<file path="src/rtl/ram_burst_reader_pkg.sv">
// Shared definitions for the RAM burst reader: FSM state encodings.
package ram_burst_reader_pkg;

    // Controller states, kept as plain two-bit constants so older blocks can reuse them
    localparam logic [1:0] ST_IDLE  = 2'd0;
    localparam logic [1:0] ST_READ  = 2'd1;
    localparam logic [1:0] ST_DRAIN = 2'd2;
    localparam logic [1:0] ST_DONE  = 2'd3;

endpackage

</file>
<file path="src/rtl/ram_burst_reader_sync_fifo.sv">
// Small synchronous FIFO with occupancy count; push and pop may happen in the same cycle.
module sync_fifo #(
    parameter int WIDTH = 9,
    parameter int DEPTH = 4
) (
    input  logic                     clk,
    input  logic                     reset_n,
    input  logic                     push,
    input  logic [WIDTH-1:0]         push_data,
    input  logic                     pop,
    output logic [WIDTH-1:0]         head,
    output logic                     empty,
    output logic [$clog2(DEPTH):0]   count
);

    localparam int PW = $clog2(DEPTH);
    localparam logic [PW-1:0] PTR_ONE   = PW'(1);
    localparam logic [PW:0]   CNT_ONE   = (PW+1)'(1);
    localparam logic [PW:0]   CNT_DEPTH = (PW+1)'(DEPTH);

    logic [WIDTH-1:0] mem [DEPTH];
    logic [PW-1:0]    wr_ptr;
    logic [PW-1:0]    rd_ptr;
    logic             full;
    logic             do_push;
    logic             do_pop;

    assign empty   = (count == '0);
    assign full    = (count == CNT_DEPTH);
    assign do_pop  = pop && !empty;
    assign do_push = push && (!full || do_pop);
    assign head    = mem[rd_ptr];

    // Pointer and occupancy bookkeeping; pointers wrap naturally since DEPTH is a power of two
    always_ff @(posedge clk or negedge reset_n) begin
        if (!reset_n) begin
            wr_ptr <= '0;
            rd_ptr <= '0;
            count  <= '0;
        end else begin
            if (do_push) begin
                wr_ptr <= wr_ptr + PTR_ONE;
            end
            if (do_pop) begin
                rd_ptr <= rd_ptr + PTR_ONE;
            end
            if (do_push && !do_pop) begin
                count <= count + CNT_ONE;
            end else if (do_pop && !do_push) begin
                count <= count - CNT_ONE;
            end
        end
    end

    // Storage array; contents are don't-care while empty so it needs no reset
    always_ff @(posedge clk) begin
        if (do_push) begin
            mem[wr_ptr] <= push_data;
        end
    end

endmodule

</file>
<file path="src/rtl/ram_burst_reader.sv">
// Burst read controller: takes (addr, len) requests, reads a 1-cycle-latency RAM
// sequentially and streams the words out on a valid/ready port with backpressure.
module ram_burst_reader
    import ram_burst_reader_pkg::*;
#(
    parameter int DATA_WIDTH = 8,
    parameter int ADDR_WIDTH = 4,
    parameter int FIFO_DEPTH = 4
) (
    input  logic                  clk,
    input  logic                  reset_n,
    input  logic                  req_valid,
    output logic                  req_ready,
    input  logic [ADDR_WIDTH-1:0] req_addr,
    input  logic [ADDR_WIDTH:0]   req_len,
    output logic                  ram_re,
    output logic [ADDR_WIDTH-1:0] ram_addr,
    input  logic [DATA_WIDTH-1:0] ram_dout,
    output logic                  m_valid,
    input  logic                  m_ready,
    output logic [DATA_WIDTH-1:0] m_data,
    output logic                  m_last,
    output logic                  busy,
    output logic                  done
);

    localparam int LW = ADDR_WIDTH + 1;
    localparam int CW = $clog2(FIFO_DEPTH) + 1;
    localparam logic [LW-1:0] LEN_ONE      = LW'(1);
    localparam logic [CW:0]   CREDIT_LIMIT = (CW+1)'(FIFO_DEPTH);

    logic [1:0]            state;
    logic [ADDR_WIDTH-1:0] base_addr;
    logic [LW-1:0]         len_q;
    logic [LW-1:0]         issued;
    logic                  inflight;
    logic                  inflight_last;

    logic                  accept;
    logic                  pop;
    logic [CW-1:0]         fifo_count;
    logic                  fifo_empty;
    logic [DATA_WIDTH:0]   fifo_head;
    logic [CW:0]           credit_used;
    logic                  issue_last;

    assign accept      = req_valid && req_ready;
    assign req_ready   = (state == ST_IDLE) && reset_n;
    assign busy        = (state != ST_IDLE);
    assign done        = (state == ST_DONE);

    // Words already buffered plus the one arriving from the RAM this cycle
    assign credit_used = {1'b0, fifo_count} + {{CW{1'b0}}, inflight};
    assign ram_re      = (state == ST_READ) && (issued < len_q) && (credit_used < CREDIT_LIMIT);
    assign ram_addr    = ram_re ? (base_addr + issued[ADDR_WIDTH-1:0]) : '0;
    assign issue_last  = (issued == len_q - LEN_ONE);

    assign m_valid     = !fifo_empty;
    assign pop         = m_valid && m_ready;
    assign m_data      = m_valid ? fifo_head[DATA_WIDTH-1:0] : '0;
    assign m_last      = m_valid && fifo_head[DATA_WIDTH];

    // Burst sequencing: latch the request, count issued reads, wait for the last beat to leave
    always_ff @(posedge clk or negedge reset_n) begin
        if (!reset_n) begin
            state     <= ST_IDLE;
            base_addr <= '0;
            len_q     <= '0;
            issued    <= '0;
        end else begin
            case (state)
                ST_IDLE: begin
                    if (accept) begin
                        base_addr <= req_addr;
                        len_q     <= req_len;
                        issued    <= '0;
                        state     <= (req_len == '0) ? ST_DONE : ST_READ;
                    end
                end
                ST_READ: begin
                    if (ram_re) begin
                        issued <= issued + LEN_ONE;
                    end
                    if (issued == len_q) begin
                        state <= ST_DRAIN;
                    end
                end
                ST_DRAIN: begin
                    if (pop && fifo_head[DATA_WIDTH]) begin
                        state <= ST_DONE;
                    end
                end
                default: begin
                    state <= ST_IDLE;
                end
            endcase
        end
    end

    // Track the read whose data lands next cycle, with its end-of-burst tag
    always_ff @(posedge clk or negedge reset_n) begin
        if (!reset_n) begin
            inflight      <= 1'b0;
            inflight_last <= 1'b0;
        end else begin
            inflight      <= ram_re;
            inflight_last <= ram_re && issue_last;
        end
    end

    sync_fifo #(
        .WIDTH (DATA_WIDTH + 1),
        .DEPTH (FIFO_DEPTH)
    ) u_fifo (
        .clk       (clk),
        .reset_n   (reset_n),
        .push      (inflight),
        .push_data ({inflight_last, ram_dout}),
        .pop       (pop),
        .head      (fifo_head),
        .empty     (fifo_empty),
        .count     (fifo_count)
    );

endmodule
</file>
<file path="config.mk">
export PLATFORM = sky130hd
export DESIGN_NAME = ram_burst_reader
export DESIGN_NICKNAME = d
export VERILOG_FILES = /design/src/rtl/ram_burst_reader_pkg.sv /design/src/rtl/ram_burst_reader_sync_fifo.sv /design/src/rtl/ram_burst_reader.sv
export SDC_FILE = /design/constraint.sdc
export NUM_CORES = 1
export LEC_CHECK = 0
export CAP_MARGIN = 25
export CELL_PAD_IN_SITES_DETAIL_PLACEMENT = 1
export CELL_PAD_IN_SITES_GLOBAL_PLACEMENT = 1
export CORE_UTILIZATION = 35
export CTS_CLUSTER_SIZE = 40
export DETAILED_ROUTE_END_ITERATION = 8
export GPL_ROUTABILITY_DRIVEN = 0
export GPL_TIMING_DRIVEN = 0
export PLACE_DENSITY_LB_ADDON = 0.1
export SYNTH_ARGS = -nofsm -noshare
export SYNTH_HDL_FRONTEND = slang
export SYNTH_SLANG_ARGS = --single-unit
</file>
<file path="constraint.sdc">
create_clock -name clk -period 2.59 [get_ports clk]
set_clock_uncertainty 0.1 [all_clocks]
set_input_delay 0.518 -clock clk [delete_from_list [all_inputs] [get_ports clk]]
set_output_delay 0.518 -clock clk [all_outputs]
set_load 0.1 [all_outputs]
</file>
# ---- Word-level counts from Yosys, hierarchy flattened
# Memory sizes are Yosys's and may differ from the RTL's.
# Cells that the tools add are included.
dict set report classes {
  addsub 8
  magnitude_cmp 2
  n_eq_ne 10
  muxes 14
  reduce_logical 26
}
# op count
set op_table {}
lappend op_table {{$logic_and A1 B1 Y1} 12}
lappend op_table {{$eq A5 B5 Y1} 2}
lappend op_table {{$mux W5} 2}
lappend op_table {{$pmux W5 S2} 1}
lappend op_table {{$mux W2} 4}
lappend op_table {{$mux W8} 1}
lappend op_table {{$mux W3} 2}
lappend op_table {{$ne A2 B2 Y1 const B} 3}
lappend op_table {{$pmux W2 S3} 1}
lappend op_table {{$reduce_and A3 Y1} 2}
lappend op_table {{$reduce_bool A2 Y1} 3}
lappend op_table {{$add A5 B1 Y5 const B} 1}
lappend op_table {{$logic_not A5 Y1} 1}
lappend op_table {{$lt A5 B5 Y1} 1}
lappend op_table {{$sub A5 B1 Y5 const B} 1}
lappend op_table {{$add A2 B1 Y2 const B} 2}
lappend op_table {{$add A3 B1 Y4} 1}
lappend op_table {{$add A4 B4 Y4} 1}
lappend op_table {{$eq A2 B2 Y1 const B} 2}
lappend op_table {{$logic_not A1 Y1} 4}
lappend op_table {{$lt A4 B3 Y1 const B} 1}
lappend op_table {{$mux W4} 1}
lappend op_table {{$add A3 B1 Y3 const B} 1}
lappend op_table {{$eq A3 B3 Y1 const B} 1}
lappend op_table {{8 further kinds} 9}
dict set report word_totals {
  regBits 25
  ramBits 36
  input_bits 21
  output_inout_bits 18
  word_cells 70
  mem_count 1
}
# name words word_bits read_ports rd_clocked_by_memory_dff wr line
set mem_list {}
lappend mem_list {u_fifo.mem 4 9 1 0 1 ram_burst_reader_sync_fifo.sv:21} ;# logic [WIDTH-1:0] mem [DEPTH];

# ---- Logic depth before layout (Yosys ltp)
# Gate-level depths: netlist of run 1.
dict set report depth {
  word_depth 10
  depth_mapped 9
  depth_no_buf 9
}

# ---- Modules after synthesis
# A second synthesis of run 1 with hierarchy kept.
dict set report hier_totals {
  cells_unflattened 236
  hier_area_um2 3151.8
}
# module n_inst cells_per_inst area_per_inst_um2 seq_area_each_um2
set modules_own_cells {}
lappend modules_own_cells {sync_fifo 1 81 1719.1 1256.2}
lappend modules_own_cells {ram_burst_reader 1 155 1432.6 450.4}

# ---- Worst setup path before layout of run 1
# OpenSTA, ideal clock, no wires.
dict set report synth_timing {
  path_kind {register -> output}
  startpoint {register issued[4]}
  endpoint {output ram_addr[2]}
  arrival_ns 2.753
  required_ns 1.972
  setup_slack_ns -0.781
  stages_incl_launch_ff 7
  path_buffers 1
  cell_sequence {dfrtp_1 -> ha_1 -> a211oi_2 -> nand2_1 -> a311oi_4 -> buf_2 -> and2_1}
}
dict set report synth_between {
  elab_chain_len 4
}
# element line
set synth_rtl {}
lappend synth_rtl {{start, declared} ram_burst_reader.sv:35} ;# logic [LW-1:0] issued;
lappend synth_rtl {{start signal, assigned} ram_burst_reader.sv:82} ;# issued <= issued + LEN_ONE;
lappend synth_rtl {{$lt A5 B5 Y1} ram_burst_reader.sv:54} ;# assign ram_re = (state == ST_READ) && (issued < len_q) && (credit_used < CREDIT_LIMIT);
lappend synth_rtl {{$logic_and A1 B1 Y1 (2 in series)} ram_burst_reader.sv:54}
lappend synth_rtl {{via ram_re} ram_burst_reader.sv:16} ;# output logic ram_re,
lappend synth_rtl {{$mux W4} ram_burst_reader.sv:55} ;# assign ram_addr = ram_re ? (base_addr + issued[ADDR_WIDTH-1:0]) : '0;
lappend synth_rtl {{end, declared} ram_burst_reader.sv:17} ;# output logic [ADDR_WIDTH-1:0] ram_addr,
# The timed path passes the listed nets, and every way through them passes these cells.

# ---- Final worst setup path of run 1
dict set report layout_timing {
  startpoint {register issued[4]}
  endpoint {output ram_addr[3]}
}
dict set report layout_between {
  elab_chain_len 4
}
# element line
set layout_rtl {}
lappend layout_rtl {{$lt A5 B5 Y1} ram_burst_reader.sv:54}
lappend layout_rtl {{$logic_and A1 B1 Y1 (2 in series)} ram_burst_reader.sv:54}
lappend layout_rtl {{$mux W4} ram_burst_reader.sv:55}
# Every way passes these cells.

==> qor.txt, run 1 <==
synth top area cells: edfxtp_1 (35%), dfrtp_1 (21%), ha_1 (7.8%)
maxcap violations: 0
Crit Path Category: flop to output pin
Worst-Skew Late Latency: 0.33 ns
Crit path top cell by count: buf_12
Area Growth Syn to Fin: 27.9%
failing checks: setup timing
via count: 1928
CP max FO: 5
startpoint types: flop
dpl cells: 372
ys async rst share: 41.0%
CP top delay family: compound AO/OA/AOI/OAI gates
nets: 328
Sink Count: 61
largest net degree at the start of global routing: 17
crit path buf inv count: 2
Max Clk Rate: 0.365 GHz
CP Capture Type: output pin
Hold Fails Final Rpt: 0
IO Pins: 39
CTS buffer count: 9
die outline area: 9090 sq um
CTS tree: done
Synth top cells by count: edfxtp_1 (36), dfrtp_1 (25), ha_1 (19), and2_1 (17), inv_1 (16)
PwrDens: 787 nW/um^2
post-synth top area share: 35.4%
worst r2r src: issued[4]
status: finished with violations
Antenna Nets Post-Route: 0
fin. max-slew vios: 0
area of the mapped netlist: 3050 sq um
R2R Path End: issued[4]
DPL Wire Length: 4570 microns
cell area after placement: 3600 sq um
hold slack final: 0.259 ns
Unique masters post-synth: 39
# hold bufs at CTS: 0
layout cells sized above 1: 29.6%
crit share post-route: 106%
slew margin rel.: 37.0%
Final Power: 3.07 mW
Final WS setup: -0.151 ns
Filler cells: 876
Slew @ Worst Pin: 0.949 ns
Largest stage delay, worst path: 0.42 ns
worst path cell trace: ha_4, a211oi_4, nand2_2, a311oi_4, buf_12, and2_4, buf_12
die height: 95.4 microns
Clock Root Buffer: clkbuf_8
Required @ worst endpoint: 1.97 ns
post-route cell area: 3900 sq um
Ys Warns: 0
Synth area leader: edfxtp_1
#FFs+latches synth: 61
register area share after synthesis: 55.9%
number of buffers added on ports: 38
Period minus WS final: 2.74 ns
worst reg-to-reg setup slack: 0.22 ns
mean area per synthesized cell: 13.4 sq um
routed len/inst: 16.5 microns
Worst R2R Path Depth: 8
clock transition at the registers of the reported paths: 0.07 ns
VDD IR max: 0.000532 V
Non-Filler Instances: 396
HP Class: input port to asynchronous set/reset pin
Synth Instances: 228
Post-synth EDFFs: 36
Finished Core Util: 46.8%
count leader, synth: edfxtp_1
H-tree Lvls: 3
Lkg Pwr: 1.56 nW
Die Wd: 95.4 microns
Core Area: 8340 sq um
# DRC: 0
Place WS: -1.08 ns
Net Count, Synth: 270
WP data arrival: 2.12 ns
setup TNS: -0.687 ns
ys flop type: edfxtp_1
initial antenna violation count: 0
clk buf depth: 2
global route overflow: 0
Routed WL: 6550 microns
RSZ-0062 raised after global routing: yes
Via density: 4.87
vias in the first global route: 2071
ant diodes: 0
first-pass GRT wire length: 10700 microns
initial core utilization: 36.6%
final setup violation count: 5
CP max-delay cell: dfrtp_1
DR iter-0 viols: 58
Row Count: 33
Global Route Usage Sum: 16.5%
DRT Pass-1 Iters: 4
## power breakdown
| group | total [mW] | switching, mW | internal (mW) |
|---|---|---|---|
| logic | 1.19 | 0.874 | 0.314 |
| clock network | 0.750 | 0.401 | 0.349 |
| registers | 1.13 | 0.0618 | 1.07 |
## worst max path at each step
stage,startpoint,end,slack [ns],cells after the start
after detailed placement,issued[1],ram_addr[1],-1.08,7
after CTS,issued[4],ram_addr[3],-0.26,7
after global routing,state[1],ram_addr[3],-0.25,7
after global placement,reset_n,req_ready,-1.39,3
after floorplan,issued[1],ram_addr[0],-0.14,6
final,issued[4],ram_addr[3],-0.15,7
## flip-flops by register name (all words and copies together) (netlist names)
| name | count |
|---|---|
| inflight | 1 |
| inflight_last | 1 |
| state | 2 |
| u_fifo.mem | 36 |
| issued | 5 |
| len_q | 5 |
| u_fifo.rd_ptr | 2 |
| u_fifo.wr_ptr | 2 |
| u_fifo.count | 3 |
| base_addr | 4 |
## final cells by class
type	instances	area [sq um]	share of cell area, %
Inverter	16	60.1	1.54
Tap cell	105	131	3.37
Sequential cell	61	1710	43.8
Multi-Input combinational cell	144	1330	34.1
Buffer	7	50.0	1.28
Clock inverter	7	50.0	1.28
Clock buffer	9	124	3.17
Timing Repair Buffer	47	445	11.4
## routing by layer
metal | vias up | part of all wire, % | track usage (%)
li1 | 941 | - | -
met5 | - | 0 | 0
met2 | 30 | 44 | 23.8
met1 | 953 | 52 | 23.8
met4 | 0 | 0.96 | 6.06
met3 | 4 | 3.2 | 4.15
## logic make-up (layout without fill, tap and decap cells)
kind of cell	count (synthesis)	in the layout	share of synthesized area, %
flops	61	61	55.9
simple gates	56	56	9.64
compound gates	30	30	7.01
mux	23	23	11.3
buf+inv	23	86	2.95
fa+ha+maj	21	21	9.11
xor+xnor	14	14	4.02
## cells in the final DEF (no fill, tap or decap), types with 2 or more instances in the layout
master / n
mux4_2: 8
nand3_1: 8
mux2_2: 10
and3_1: 2
inv_6: 2
dfrtp_2: 3
nand2b_1: 2
ha_4: 4
clkinvlp_4: 3
nand2_1: 11
buf_12: 6
xnor2_1: 10
buf_2: 12
dlygate4sd2_1: 2
o211ai_1: 2
a21oi_1: 7
clkbuf_8: 9
clkbuf_2: 2
o21ai_0: 9
clkinv_2: 2
ha_1: 15
and2_4: 4
xor2_1: 4
dfrtp_1: 22
mux2_1: 2
edfxtp_1: 36
clkdlybuf4s50_1: 19
nor4_1: 2
inv_2: 5
nand4_1: 3
fa_1: 2
mux2i_1: 3
clkbuf_1: 2
nor3_1: 2
buf_4: 10
and2_1: 13
inv_1: 11
nor2_1: 5
## repair_timing
item                                    4_1_cts  5_1_grt
endpoints found under the setup margin       19       16
gates resized for setup                     115       14
setup buffers                                 6        2
pin swaps                                     5        3
Note: power is estimated with default switching activity, not from simulation.
==> run 2: changes to the inputs <==
Settings changed: CTS_CLUSTER_SIZE 40 to 28.
==> results of run 2 <==
Same layout as run 1: the final DEF is identical, and so are final timing and power.
==> run 3: changes to the inputs <==
Settings changed: RECOVER_POWER set to 50.
==> qor.txt, run 3 (synthesized netlist as in run 1, its figures left out) <==
ant diodes: 0
Routed WL: 6550 microns
status: finished with violations
CP Capture Type: output pin
global route overflow: 0
cell area after placement: 3600 sq um
failing checks: setup timing
HP Class: input port to asynchronous set/reset pin
vias in the first global route: 2071
fin. max-slew vios: 0
Antenna Nets Post-Route: 0
CP max FO: 5
Most flops, register: u_fifo.mem
clk buf depth: 2
Area Growth Syn to Fin: 27.4%
nets: 328
Largest regs: u_fifo.mem x36, issued x5, len_q x5
most frequent cells in the layout: edfxtp_1 (36), dfrtp_1 (22), ha_1 (15)
Die Wd: 95.4 microns
die height: 95.4 microns
VDD IR max: 0.000531 V
Via density: 4.86
# hold bufs at CTS: 0
worst reg-to-reg setup slack: 0.22 ns
crit share post-route: 106%
worst r2r src: issued[4]
PwrDens: 789 nW/um^2
Slew @ Worst Pin: 0.949 ns
IO Pins: 39
DR iter-0 viols: 56
Worst R2R Path Depth: 8
routed len/inst: 16.5 microns
R2R Path End: issued[4]
slew margin rel.: 37.0%
commonest non-fill, non-tap cell in the layout: edfxtp_1
Period minus WS final: 2.74 ns
maxcap violations: 0
Max Clk Rate: 0.365 GHz
Final WS setup: -0.150 ns
Finished Core Util: 46.6%
Hold Fails Final Rpt: 0
final setup violation count: 5
via count: 1926
# DRC: 0
layout cells sized above 1: 29.2%
CTS tree: done
first-pass GRT wire length: 10700 microns
startpoint types: flop
Crit Path Category: flop to output pin
Core Area: 8340 sq um
hold slack final: 0.164 ns
number of buffers added on ports: 38
largest net degree at the start of global routing: 17
Sink Count: 61
Lkg Pwr: 1.55 nW
WP data arrival: 2.12 ns
die outline area: 9090 sq um
initial antenna violation count: 0
H-tree Lvls: 3
Place WS: -1.08 ns
Worst-Skew Late Latency: 0.33 ns
DPL Wire Length: 4570 microns
Row Count: 33
CTS buffer count: 9
initial core utilization: 36.6%
Clock Root Buffer: clkbuf_8
Global Route Usage Sum: 16.5%
DRT Pass-1 Iters: 4
max reg flops: 36
Required @ worst endpoint: 1.97 ns
RSZ-0062 raised after global routing: yes
post-route cell area: 3890 sq um
clock transition at the registers of the reported paths: 0.07 ns
==> run 3: cell types whose count changed in the layout (fill, tap and decap cells not counted) <==
cell             previous run  this run
dlygate4sd3_1               0         9
clkbuf_1                    2         4
buf_8                       1         0
dlygate4sd2_1               2         1
clkdlybuf4s50_1            19        10
==> run 3: stage by stage <==
step / total power, mW / std cells / setup TNS [ns]
floorplan: 2.14 / 228 / -0.353
CTS: 3.12 / 394 / -1.29
global placement: 2.42 / 371 / -23.58
detailed placement: 2.44 / 372 / -12.83
finish: 3.07 / 396 / -0.683
global route: 3.20 / 396 / -1.85
==> run 3: layout make-up <==
class / count / area [sq um]
flip-flops and latches: 61 / 1710
well taps: 105 / 131
clock buffers: 9 / 124
clock inverters: 7 / 50.0
plain buffers: 7 / 50.0
fillers: 878 / 4450
multi-input cells: 144 / 1330
inverters: 16 / 60.1
repair buffers: 47 / 429
==> run 3: worst max-delay path by stage <==
stage / start / to / cells after the start
final: issued[4] / ram_addr[3] / 7
after CTS: issued[4] / ram_addr[3] / 7
after detailed placement: issued[1] / ram_addr[1] / 7
after global placement: reset_n / req_ready / 3
after floorplan: issued[1] / ram_addr[0] / 6
after global routing: state[1] / ram_addr[3] / 7
==> run 3: critical path: stages (launching register included) <==
cell and delay, ns:
dfrtp_1 0.42, ha_4 0.27, a211oi_4 0.22, nand2_2 0.09, a311oi_4 0.32, buf_12 0.16
and2_4 0.15, buf_12 0.17
==> run 3: where the power goes <==
part / switching (mW) / total [mW] / internal [mW]
logic: 0.874 / 1.18 / 0.309
registers: 0.0618 / 1.13 / 1.07
clock network: 0.400 / 0.750 / 0.349
==> run 3: routing by layer <==
layer  vias up  GRT usage (%)  share of wire, %  wire length, microns
met3         2           4.15               3.3                   215
met2        29           23.8                44                  2900
met5         -              0                 0                     0
met1       954           23.8                52                  3380
met4         0           6.06              0.82                    54
li1        941              -                 -                     -
==> run 3: repair_timing <==
action,4_1_cts,5_1_grt
gates resized for setup,115,14
setup buffers,6,2
pin swaps,5,3
cloned,0,0
setup endpoints to repair,19,16
